`src/rtl/tlul_host_adapter.sv`:
```
// tlul_host_adapter: bridges a req/gnt/rvalid host port onto TL-UL, tracking in-flight
// requests in order and checking each response's source and opcode against the request.
package tlul_pkg;
  localparam int TL_AIW = 8;
  localparam logic [2:0] PutFullData    = 3'h0;
  localparam logic [2:0] PutPartialData = 3'h1;
  localparam logic [2:0] Get            = 3'h4;
  localparam logic [2:0] AccessAck      = 3'h0;
  localparam logic [2:0] AccessAckData  = 3'h1;

  typedef struct packed {
    logic              a_valid;
    logic [2:0]        a_opcode;
    logic [2:0]        a_param;
    logic [1:0]        a_size;
    logic [TL_AIW-1:0] a_source;
    logic [31:0]       a_address;
    logic [3:0]        a_mask;
    logic [31:0]       a_data;
    logic [15:0]       a_user;
    logic              d_ready;
  } tlul_h2d_t;

  typedef struct packed {
    logic              d_valid;
    logic [2:0]        d_opcode;
    logic [2:0]        d_param;
    logic [1:0]        d_size;
    logic [TL_AIW-1:0] d_source;
    logic              d_sink;
    logic [31:0]       d_data;
    logic [15:0]       d_user;
    logic              d_error;
    logic              a_ready;
  } tlul_d2h_t;
endpackage

module tlul_host_adapter
  import tlul_pkg::*;
#(
  parameter int Outstanding = 2,
  parameter int SourceW     = 2
) (
  input  logic        clk_i,
  input  logic        rst_ni,
  input  logic        req_i,
  output logic        gnt_o,
  input  logic        we_i,
  input  logic [31:0] addr_i,
  input  logic [31:0] wdata_i,
  input  logic [3:0]  be_i,
  output logic        rvalid_o,
  output logic [31:0] rdata_o,
  output logic        err_o,
  output logic        spurious_o,
  output tlul_h2d_t   tl_o,
  input  tlul_d2h_t   tl_i
);
  localparam int PtrW = Outstanding > 1 ? $clog2(Outstanding) : 1;
  localparam int CntW = $clog2(Outstanding + 1);
  localparam logic [PtrW-1:0]    PtrMax  = PtrW'(Outstanding - 1);
  localparam logic [SourceW-1:0] SrcMax  = SourceW'(Outstanding - 1);
  localparam logic [CntW-1:0]    CntFull = CntW'(Outstanding);

  logic [SourceW-1:0] src_mem_q [Outstanding];
  logic [SourceW-1:0] src_mem_d [Outstanding];
  logic [Outstanding-1:0] we_mem_q, we_mem_d;
  logic [PtrW-1:0] wr_ptr_q, wr_ptr_d, rd_ptr_q, rd_ptr_d;
  logic [CntW-1:0] cnt_q, cnt_d;
  logic [SourceW-1:0] src_cnt_q, src_cnt_d;
  logic rvalid_q, rvalid_d, err_q, err_d, spurious_q, spurious_d;
  logic [31:0] rdata_q, rdata_d;
  logic full, empty, a_valid, a_fire, pop, head_we, resp_err;
  logic [SourceW-1:0] head_src;
  logic unused_tl;

  assign unused_tl = ^{tl_i.d_param, tl_i.d_size, tl_i.d_sink, tl_i.d_user, addr_i[1:0]};

  always_comb begin
    full = cnt_q == CntFull;
    empty = cnt_q == '0;
    // full is the registered occupancy, so a same-cycle pop never opens a slot early
    a_valid = req_i & ~full & rst_ni;
    a_fire = a_valid & tl_i.a_ready;
    gnt_o = a_fire;
    tl_o = '0;
    tl_o.a_valid = a_valid;
    tl_o.a_opcode = we_i ? (be_i == 4'hF ? PutFullData : PutPartialData) : Get;
    tl_o.a_size = 2'd2;
    tl_o.a_source = TL_AIW'(src_cnt_q);
    tl_o.a_address = {addr_i[31:2], 2'b00};
    tl_o.a_mask = we_i ? be_i : 4'hF;
    tl_o.a_data = we_i ? wdata_i : 32'h0;
    tl_o.d_ready = 1'b1;
    pop = tl_i.d_valid & ~empty;
    head_src = src_mem_q[rd_ptr_q];
    head_we = we_mem_q[rd_ptr_q];
    resp_err = tl_i.d_error | (tl_i.d_source != TL_AIW'(head_src)) |
               (head_we ? tl_i.d_opcode != AccessAck : tl_i.d_opcode != AccessAckData);
    src_mem_d = src_mem_q;
    we_mem_d = we_mem_q;
    if (a_fire) begin
      src_mem_d[wr_ptr_q] = src_cnt_q;
      we_mem_d[wr_ptr_q] = we_i;
    end
    wr_ptr_d = a_fire ? (wr_ptr_q == PtrMax ? '0 : wr_ptr_q + 1'b1) : wr_ptr_q;
    rd_ptr_d = pop ? (rd_ptr_q == PtrMax ? '0 : rd_ptr_q + 1'b1) : rd_ptr_q;
    cnt_d = cnt_q + CntW'(a_fire) - CntW'(pop);
    src_cnt_d = a_fire ? (src_cnt_q == SrcMax ? '0 : src_cnt_q + 1'b1) : src_cnt_q;
    rvalid_d = pop;
    err_d = pop & resp_err;
    rdata_d = (pop & ~resp_err & ~head_we) ? tl_i.d_data : 32'h0;
    spurious_d = tl_i.d_valid & empty;
  end

  always_ff @(posedge clk_i) begin
    src_mem_q <= src_mem_d;
    we_mem_q <= we_mem_d;
  end

  always_ff @(posedge clk_i) begin
    if (!rst_ni) begin
      wr_ptr_q <= '0;
      rd_ptr_q <= '0;
      cnt_q <= '0;
      src_cnt_q <= '0;
      rvalid_q <= 1'b0;
      err_q <= 1'b0;
      rdata_q <= '0;
      spurious_q <= 1'b0;
    end else begin
      wr_ptr_q <= wr_ptr_d;
      rd_ptr_q <= rd_ptr_d;
      cnt_q <= cnt_d;
      src_cnt_q <= src_cnt_d;
      rvalid_q <= rvalid_d;
      err_q <= err_d;
      rdata_q <= rdata_d;
      spurious_q <= spurious_d;
    end
  end

  assign rvalid_o = rvalid_q;
  assign err_o = err_q;
  assign rdata_o = rdata_q;
  assign spurious_o = spurious_q;
endmodule

```
`config.mk`:
```
export PLATFORM = sky130hd
export DESIGN_NAME = tlul_host_adapter
export DESIGN_NICKNAME = d
export VERILOG_FILES = /design/src/rtl/tlul_host_adapter.sv
export SDC_FILE = /design/constraint.sdc
export NUM_CORES = 1
export LEC_CHECK = 0
export CORE_AREA = 2 2 106 108
export CTS_BUF_LIST = sky130_fd_sc_hd__clkbuf_4 sky130_fd_sc_hd__clkbuf_8
export DETAILED_ROUTE_END_ITERATION = 10
export DIE_AREA = 0 0 108 110
export PLACE_DENSITY = 0.68
export SLEW_MARGIN = 5
export SYNTH_ARGS = -nofsm -noshare
export SYNTH_HDL_FRONTEND = slang
export SYNTH_SLANG_ARGS = --single-unit
```
`constraint.sdc`:
```
create_clock -name clk_i -period 3.1 [get_ports clk_i]
set_clock_uncertainty 0.05 [all_clocks]
set_input_delay 0.62 -clock clk_i [delete_from_list [all_inputs] [get_ports clk_i]]
set_output_delay 0.62 -clock clk_i [all_outputs]
set_load 0.005 [all_outputs]
```
**Yosys cells after proc, flatten, opt, wreduce, memory -nomap -nowiden**

Cells that the tools add are included.

- Register bits: 47
- Bits of input ports: 140
- Output and inout port bits: 138
- Logic and storage cells: 67

- $add $sub $neg: 5
- Magnitude comparators: 6
- Equal/unequal tests: 5
- Mux-type cells: 19
- Bitwise logic cells: 16
- Reductions and logical operators: 5

Operators with widths:

| kind | number |
|---|---|
| $mux 32 | 1 |
| $mux 2 | 5 |
| $and 1x1->1 | 8 |
| $ne 8x2->1 | 1 |
| $mux 1 | 7 |
| $bwmux 4 | 1 |
| $eq 4x4->1 const B | 1 |
| $ge 2x2->1 const B | 2 |
| $lt 1x2->1 const B | 2 |
| $mux 4 | 1 |
| $not 1->1 | 4 |
| $not 1->2 | 2 |
| $mux 3 | 1 |
| $ne 3x1->1 const B | 1 |
| $reduce_bool 3->1 | 1 |
| $add 1x1->1 const B | 2 |
| $add 2x1->2 | 1 |
| $add 2x1->2 const B | 1 |
| $bwmux 2 | 1 |
| $demux 2 s1 | 1 |
| $eq 2x1->1 const B | 1 |
| $eq 2x2->1 const B | 1 |
| $logic_and 1x1->1 | 2 |
| $logic_not 2->1 | 1 |
| 6 further kinds | 7 |

**Logic depth before layout (Yosys ltp)**

Gate-level depths: netlist of run 1.

- Depth after elaboration: 11
- Depth in mapped cells: 7
- Depth with buffers taken out: 7

**Worst setup path after synthesis of run 1**

Ideal clock, no wire load.

- Path kind: input port to flip-flop
- From: in rst_ni
- To: reg cnt_q[1]
- Setup time: 0.115 ns
- Arrival time: 1.707 ns
- Required time: 2.935 ns
- Slack: 1.228 ns
- Stages on the path: 7
- Buffers on the path: 1
- Path through: clkbuf_1 o2111ai_1 inv_1 ha_1 xnor2_1 xnor2_1 and2_1

- Cells in the longest elaborated chain, start to end: 4

RTL lines:

| what | line | source |
|---|---|---|
| from (decl) | 45 | `input logic rst_ni,` |
| $and 1x1->1 | 83 | `a_valid = req_i & ~full & rst_ni;` |
| $and 1x1->1 | 84 | `a_fire = a_valid & tl_i.a_ready;` |
| net gnt_o | 47 | `output logic gnt_o,` |
| $add 2x1->2 | 108 | `cnt_d = cnt_q + CntW'(a_fire) - CntW'(pop);` |
| $sub 2x1->2 | 108 |  |
| to (signal assigned) | 134 | `cnt_q <= cnt_d;` |
| to (decl) | 69 | `logic [CntW-1:0] cnt_q, cnt_d;` |

The timed path passes the listed nets, and every way through them passes these cells.
A chain may end at the register's enable or synchronous reset.

==> out/metrics.cfg, run 1 <==
[die]
rows=38
fp.coreArea_mm2=0.0107
die_h_um=110
die_x_um=108
initial_core_util_pct=21.4
ios=278
dieArea_mm2=0.0119

[worst_hold_path]
hp-start=src_cnt_q[1]
min_path_type=flip-flop to flip-flop
whs_path_depth=2

[cts]
cts_resized=0
cts_made_buffers=5
postCtsHoldBufs=0
clockRootBuffer=clkbuf_8
clkSlewWorstSetupHoldPaths_ps=90
post_cts_buffers=0
clock-sinks=47
cts_tree=done
insertion_delay_ps=290
cts_buffer_depth=2
cts.htree.levels=2

[sta]
period_needed_ps=2700
setup_viol=0
maxSlewViolCount=0
fmax_ghz=0.371
hold_viol_final=0
rsz0062_at_grt=no
tns_ps=0
final.period_utilization_pct=86.9
whs_ps=430

[layout]
n_antenna_cell=0
layout-drive-gt1-share_pct=4.95
syn2layout_area_growth_pct=66.1
design_area_mm2=0.00379
final_cells=504
layout.nets=505

[pwr]
internal_power_mw=1.06
p_comb_share_pct=26.8
switchingPower_uw=370
powerDensity_mw_per_mm2=377
ir_worst_vdd_mv=0.211
p_sw_share_pct=25.8
seqPwrFrac_pct=47.9
power_frac_clock_pct=25.2
leakagePower_nw=1.59

[placed_design]
dpl_cell_area_mm2=0.00370
detailed_place_hpwl_um=5160
placed_cells=496
gp_congestion=0.730
numPortBuffers=162

[status]
outcome=complete, no violations

[global_route]
grt_max_degree=34
grt_pass1_wl_um=8590
grt_use_total_pct=9.37
grt_antenna_before_repair=0
grt.overflow.total=0
grt_pass1_vias=1721

[worst_setup_path]
path_buf_inv=3
r2r-start=rd_ptr_q
crit_required_ps=2430
cp-end-kind=output pin
cp_common_cell=clkdlybuf4s50_1
reg2regPathDepth=5
crit_start=we_i
cp_max_fo=23
critPathLaunchType=input port
critical_path.top_delay_family=buffers and inverters
worst-path-stages=4
critPathMaxStageDelay_ps=520
crit_chain=clkdlybuf4s50_1 > buf_4 > and2_1 > clkdlybuf4s50_1
crit_type=input port to output pin
slowest_stage=clkdlybuf4s50_1
cp.arrival_ps=2030

[routing]
vias=1892
vias_per_cell=3.75
drc=0
drtIter0Drc=49
routed.top_layer=met4
drt-pass1-iter-count=4
m1WireLength_um=2240
wl_met3_um=867
post_drt_wl_per_cell_um=12.5
ant_nets=0
routed_wl_um=6290
routed-wl-met2_um=2960

[synth]
synthFlopType=dfxtp_1
yosys_warnings=0
ys_ff_latch=47
async_flop_share_pct=0
syn_avg_cell_area_um2=9.81
synthCells=233
syn_area_mm2=0.00228
synth-seq-area-share_pct=43.8
synth_edf_count=6
ys_types=28

[job]
maxCapViolCount=0

-- cell usage after synthesis, types with 2 or more instances --
cell type  instances  area (um^2)
a21oi_1            2         10.0
and2_1            37          231
and3_1            30          188
and3_2             3         22.5
buf_4             62          465
buf_6              4         45.0
clkbuf_1           7         26.3
conb_1             2         7.51
dfxtp_1           41          821
edfxtp_1           6          180
ha_1               2         25.0
inv_1              6         22.5
mux2i_1            2         20.0
nand2_1            3         11.3
nand2b_1           4         25.0
nor2_1             3         11.3
nor3_1             2         10.0
o21a_1             2         15.0
xnor2_1            6         52.6
-- path summary, 6_finish.rpt --
path | end | slack, ps
worst max-delay path | tl_o[48] | 400
worst min-delay path | src_cnt_q[1] | 430
worst max register to register | rdata_o[20] | 1300
worst min register to register | src_cnt_q[1] | 430
-- worst register-to-register path, delay by kind of cell (launching register included) --
kind | cells | cell delay, ps
xor+xnor | 1 | 120
simple gates | 2 | 480
buf+inv | 1 | 290
flops | 1 | 510
mux | 1 | 300
-- registers in the layout (all words and copies together), names as in the netlist --
name and flops:
cnt_q 2, rd_ptr_q 1, src_cnt_q 2, src_mem_q 4
err_o 1, wr_ptr_q 1, spurious_o 1, we_mem_q 2
rvalid_o 1, rdata_o 32
-- per-layer routing --
metal  up-vias  track usage [%]
met1       823             9.57
li1        912                -
met3        25             3.82
met4         0             5.22
met2       132             16.4
met5         -                0
-- cell families (layout without fill, tap and decap cells) --
| group | after synthesis | in the layout | synth area share, % |
|---|---|---|---|
| multiplexers | 3 | 3 | 1.86 |
| other | 2 | 31 | 0.329 |
| adder cells (fa/ha/maj) | 2 | 2 | 1.10 |
| XOR/XNOR | 7 | 7 | 2.68 |
| AND/OR/NAND/NOR | 86 | 86 | 23.5 |
| buffers and inverters | 79 | 181 | 24.5 |
| AO/OA/AOI/OAI | 7 | 7 | 2.19 |
| flip-flops | 47 | 47 | 43.8 |
-- final cells by class --
type                    count  area, um^2
well taps                 140         175
clock buffers               5        68.8
clock inverters             3        22.5
multi-input cells         136         833
flip-flops and latches     47        1000
inverters                   6        22.5
repair buffers            167        1670
fillers                  1075        6900
-- power groups by stage --
stage	Combinational [mW]	Sequential, mW	Clock, mW
detailed placement	0.386	0.699	0
global route	0.426	0.692	0.399
finish	0.384	0.685	0.361
global placement	0.382	0.699	0
floorplan	0.245	0.686	0
CTS	0.389	0.686	0.374
-- cells in the final DEF, fill, tap and decap left out --
cell and instances:
inv_1 6, mux2i_4 1, edfxtp_1 6, xnor2_1 6, nand3_1 1, o2111ai_1 1, dfxtp_1 41, o21a_1 2
mux2i_1 2, clkbuf_8 5, nor4_4 1, nor2_1 3, and2_1 37, and3_1 30, clkinv_2 1, nor3_1 2
ha_1 2, buf_12 1, and3_2 3, nor4_1 1, clkdlybuf4s50_1 162, nand2b_1 4, conb_1 31, buf_4 4
nor2b_1 1, a21oi_1 2, xor2_1 1, clkinv_4 1, a41oi_1 1, o211ai_1 1, nand2_1 3, inv_6 1
-- through the flow --
step	total power, mW	setup slack [ps]	utilization, %
after global routing	1.52	299	35.5
after floorplan	0.931	1230	-
final	1.43	405	35.5
after global placement	1.08	392	34.6
after CTS	1.45	381	35.5
after detailed placement	1.09	380	34.6
(Power assumes the default switching activity.)
==> run 2: changes to the inputs <==
==> constraint.sdc (replaced) <==
create_clock -name clk_i -period 3.35 [get_ports clk_i]
set_clock_uncertainty 0.05 [all_clocks]
set_input_delay 0.67 -clock clk_i [delete_from_list [all_inputs] [get_ports clk_i]]
set_output_delay 0.67 -clock clk_i [all_outputs]
set_load 0.005 [all_outputs]
==> run 2 against run 1 <==
Effect of this change: power is 7.8% lower; sequential share of layout area is 0.087 points higher; critical path type unchanged; setup slack worse by 30 ps; combinational power is 9.1% lower; critical endpoint is now tl_o[21].
==> out/metrics.cfg, run 2 (synthesis gave the netlist of run 1 again) <==
[status]
outcome=complete, no violations

[placed_design]
detailed_place_hpwl_um=5240  ; +1.6%
gp_congestion=0.726  ; -0.62%
dp_slack_ps=323  ; -57.4 ps
dpl_cell_area_mm2=0.00369  ; -0.34%
numPortBuffers=162  ; unchanged

[global_route]
grt_pass1_wl_um=8560  ; -0.40%
grt.overflow.total=0  ; unchanged
grt_pass1_vias=1717  ; -0.23%
grt_use_total_pct=9.34  ; -0.037 points
grt_antenna_before_repair=0  ; unchanged
grt_max_degree=34  ; unchanged

[pwr]
ir_worst_vdd_mv=0.147  ; -30%
leakagePower_nw=1.58  ; -0.18%
power_mw=1.32  ; -7.8%
powerDensity_mw_per_mm2=349  ; -7.5%

[die]
initial_core_util_pct=21.4  ; unchanged
ios=278  ; unchanged
rows=38  ; unchanged
fp.coreArea_mm2=0.0107  ; unchanged
die_x_um=108  ; unchanged
die_h_um=110  ; unchanged
dieArea_mm2=0.0119  ; unchanged

[routing]
vias=1863  ; -1.5%
vias_per_cell=3.70  ; -1.5%
routed_wl_um=6240  ; -0.86%
ant_nets=0  ; unchanged
drt-pass1-iter-count=4  ; unchanged
drtIter0Drc=46  ; -6.1%
drc=0  ; unchanged
post_drt_wl_per_cell_um=12.4  ; -0.86%

[layout]
n_fill_cell=1087  ; +1.1%
n_antenna_cell=0  ; unchanged
largest_register_ffs=32  ; unchanged
layout_commonest_cell=clkdlybuf4s50_1
most-common-layout-cells=clkdlybuf4s50_1, dfxtp_1, and2_1, conb_1, and3_1
layout-drive-gt1-share_pct=4.95  ; unchanged
utilization_pct=35.4  ; -0.12 points
syn2layout_area_growth_pct=65.6
layout.nets=505  ; unchanged
design_area_mm2=0.00378  ; -0.33%

[worst_setup_path]
r2r-start=rd_ptr_q
reg2reg_slack_ps=1540  ; +240 ps
path_buf_inv=3  ; unchanged
crit_required_ps=2630  ; +200 ps
crit_chain=clkdlybuf4s50_1 > buf_4 > and2_1 > clkdlybuf4s50_1
reg2regPathDepth=5  ; unchanged
critPathLaunchType=input port
cp-end-kind=output pin
crit_type=input port to output pin
critical_path.top_delay_family=buffers and inverters
slowest_stage=clkdlybuf4s50_1
cp_common_cell=clkdlybuf4s50_1
cp.arrival_ps=2260  ; +230 ps
worstReg2RegEnd=rdata_o[20]
cp_max_fo=20  ; -13%
critPathMaxStageDelay_ps=660  ; +140 ps

[job]
maxCapViolCount=0  ; unchanged

[sta]
period_needed_ps=2980
final.period_utilization_pct=88.8
maxSlewViolCount=0  ; unchanged
setup_ws_ps=375  ; -29.8 ps
hold_viol_final=0  ; unchanged
setup_viol=0  ; unchanged
rsz0062_at_grt=no
tns_ps=0  ; unchanged
fmax_ghz=0.336

[cts]
clockRootBuffer=clkbuf_8
cts_buffer_depth=2  ; unchanged
cts_resized=0  ; unchanged
clkSlewWorstSetupHoldPaths_ps=90  ; about the same
cts_tree=done
postCtsHoldBufs=0  ; unchanged
cts.htree.levels=2  ; unchanged
clock-sinks=47  ; unchanged
insertion_delay_ps=290  ; about the same
post_cts_buffers=0  ; unchanged
cts_made_buffers=5  ; unchanged

[worst_hold_path]
min_path_type=flip-flop to flip-flop
min_to=src_cnt_q[1]
whs_path_depth=2  ; unchanged
hp-start=src_cnt_q[1]

## run 2: layout make-up
cell class,instances,area [um^2],area share [%]
Inverter,6,22.5,0.595
Sequential cell,47,1000,26.5
Clock buffer,5,68.8,1.82
Clock inverter,3,22.5,0.595
Multi-Input combinational cell,136,833,22.0
Timing Repair Buffer,167,1660,43.9
Tap cell,140,175,4.63
## run 2: stage by stage
stage | hold WS (ps) | cells
floorplan | 398 | 262
global placement | 413 | 496
detailed placement | 431 | 496
CTS | 448 | 504
global route | 484 | 504
finish | 433 | 504
## run 2: metal layers
layer  share of wire, %  up-vias  track usage (%)
met5                  0        -                0
met4                3.1        0             5.22
met3                 14       22             3.76
met2                 47      129             16.1
met1                 35      798             9.68
li1                   -      914                -
## run 2: how the worst max path moves through the flow
stage	start	to	slack, ps	cells after the start
2_1_floorplan	rst_ni	gnt_o	1380	3
3_3_place_gp	we_i	tl_o[48]	360	4
3_5_place_dp	we_i	tl_o[21]	320	4
4_1_cts	we_i	tl_o[21]	320	4
5_1_grt	we_i	tl_o[22]	220	4
6_report	we_i	tl_o[21]	370	4
## run 2: power by group
group / switching [mW] / leakage, nW / internal, mW / total, mW
sequential: 0.0337 / 0.388 / 0.600 / 0.634
clock: 0.185 / 0.0485 / 0.149 / 0.335
combinational: 0.122 / 1.15 / 0.228 / 0.349
## run 2: worst register-to-register path, cell delays in order, from the launching register on
cell and delay, ps:
dfxtp_1 500, mux2i_4 300, xnor2_1 120, nor4_4 260, buf_4 290, and3_1 230
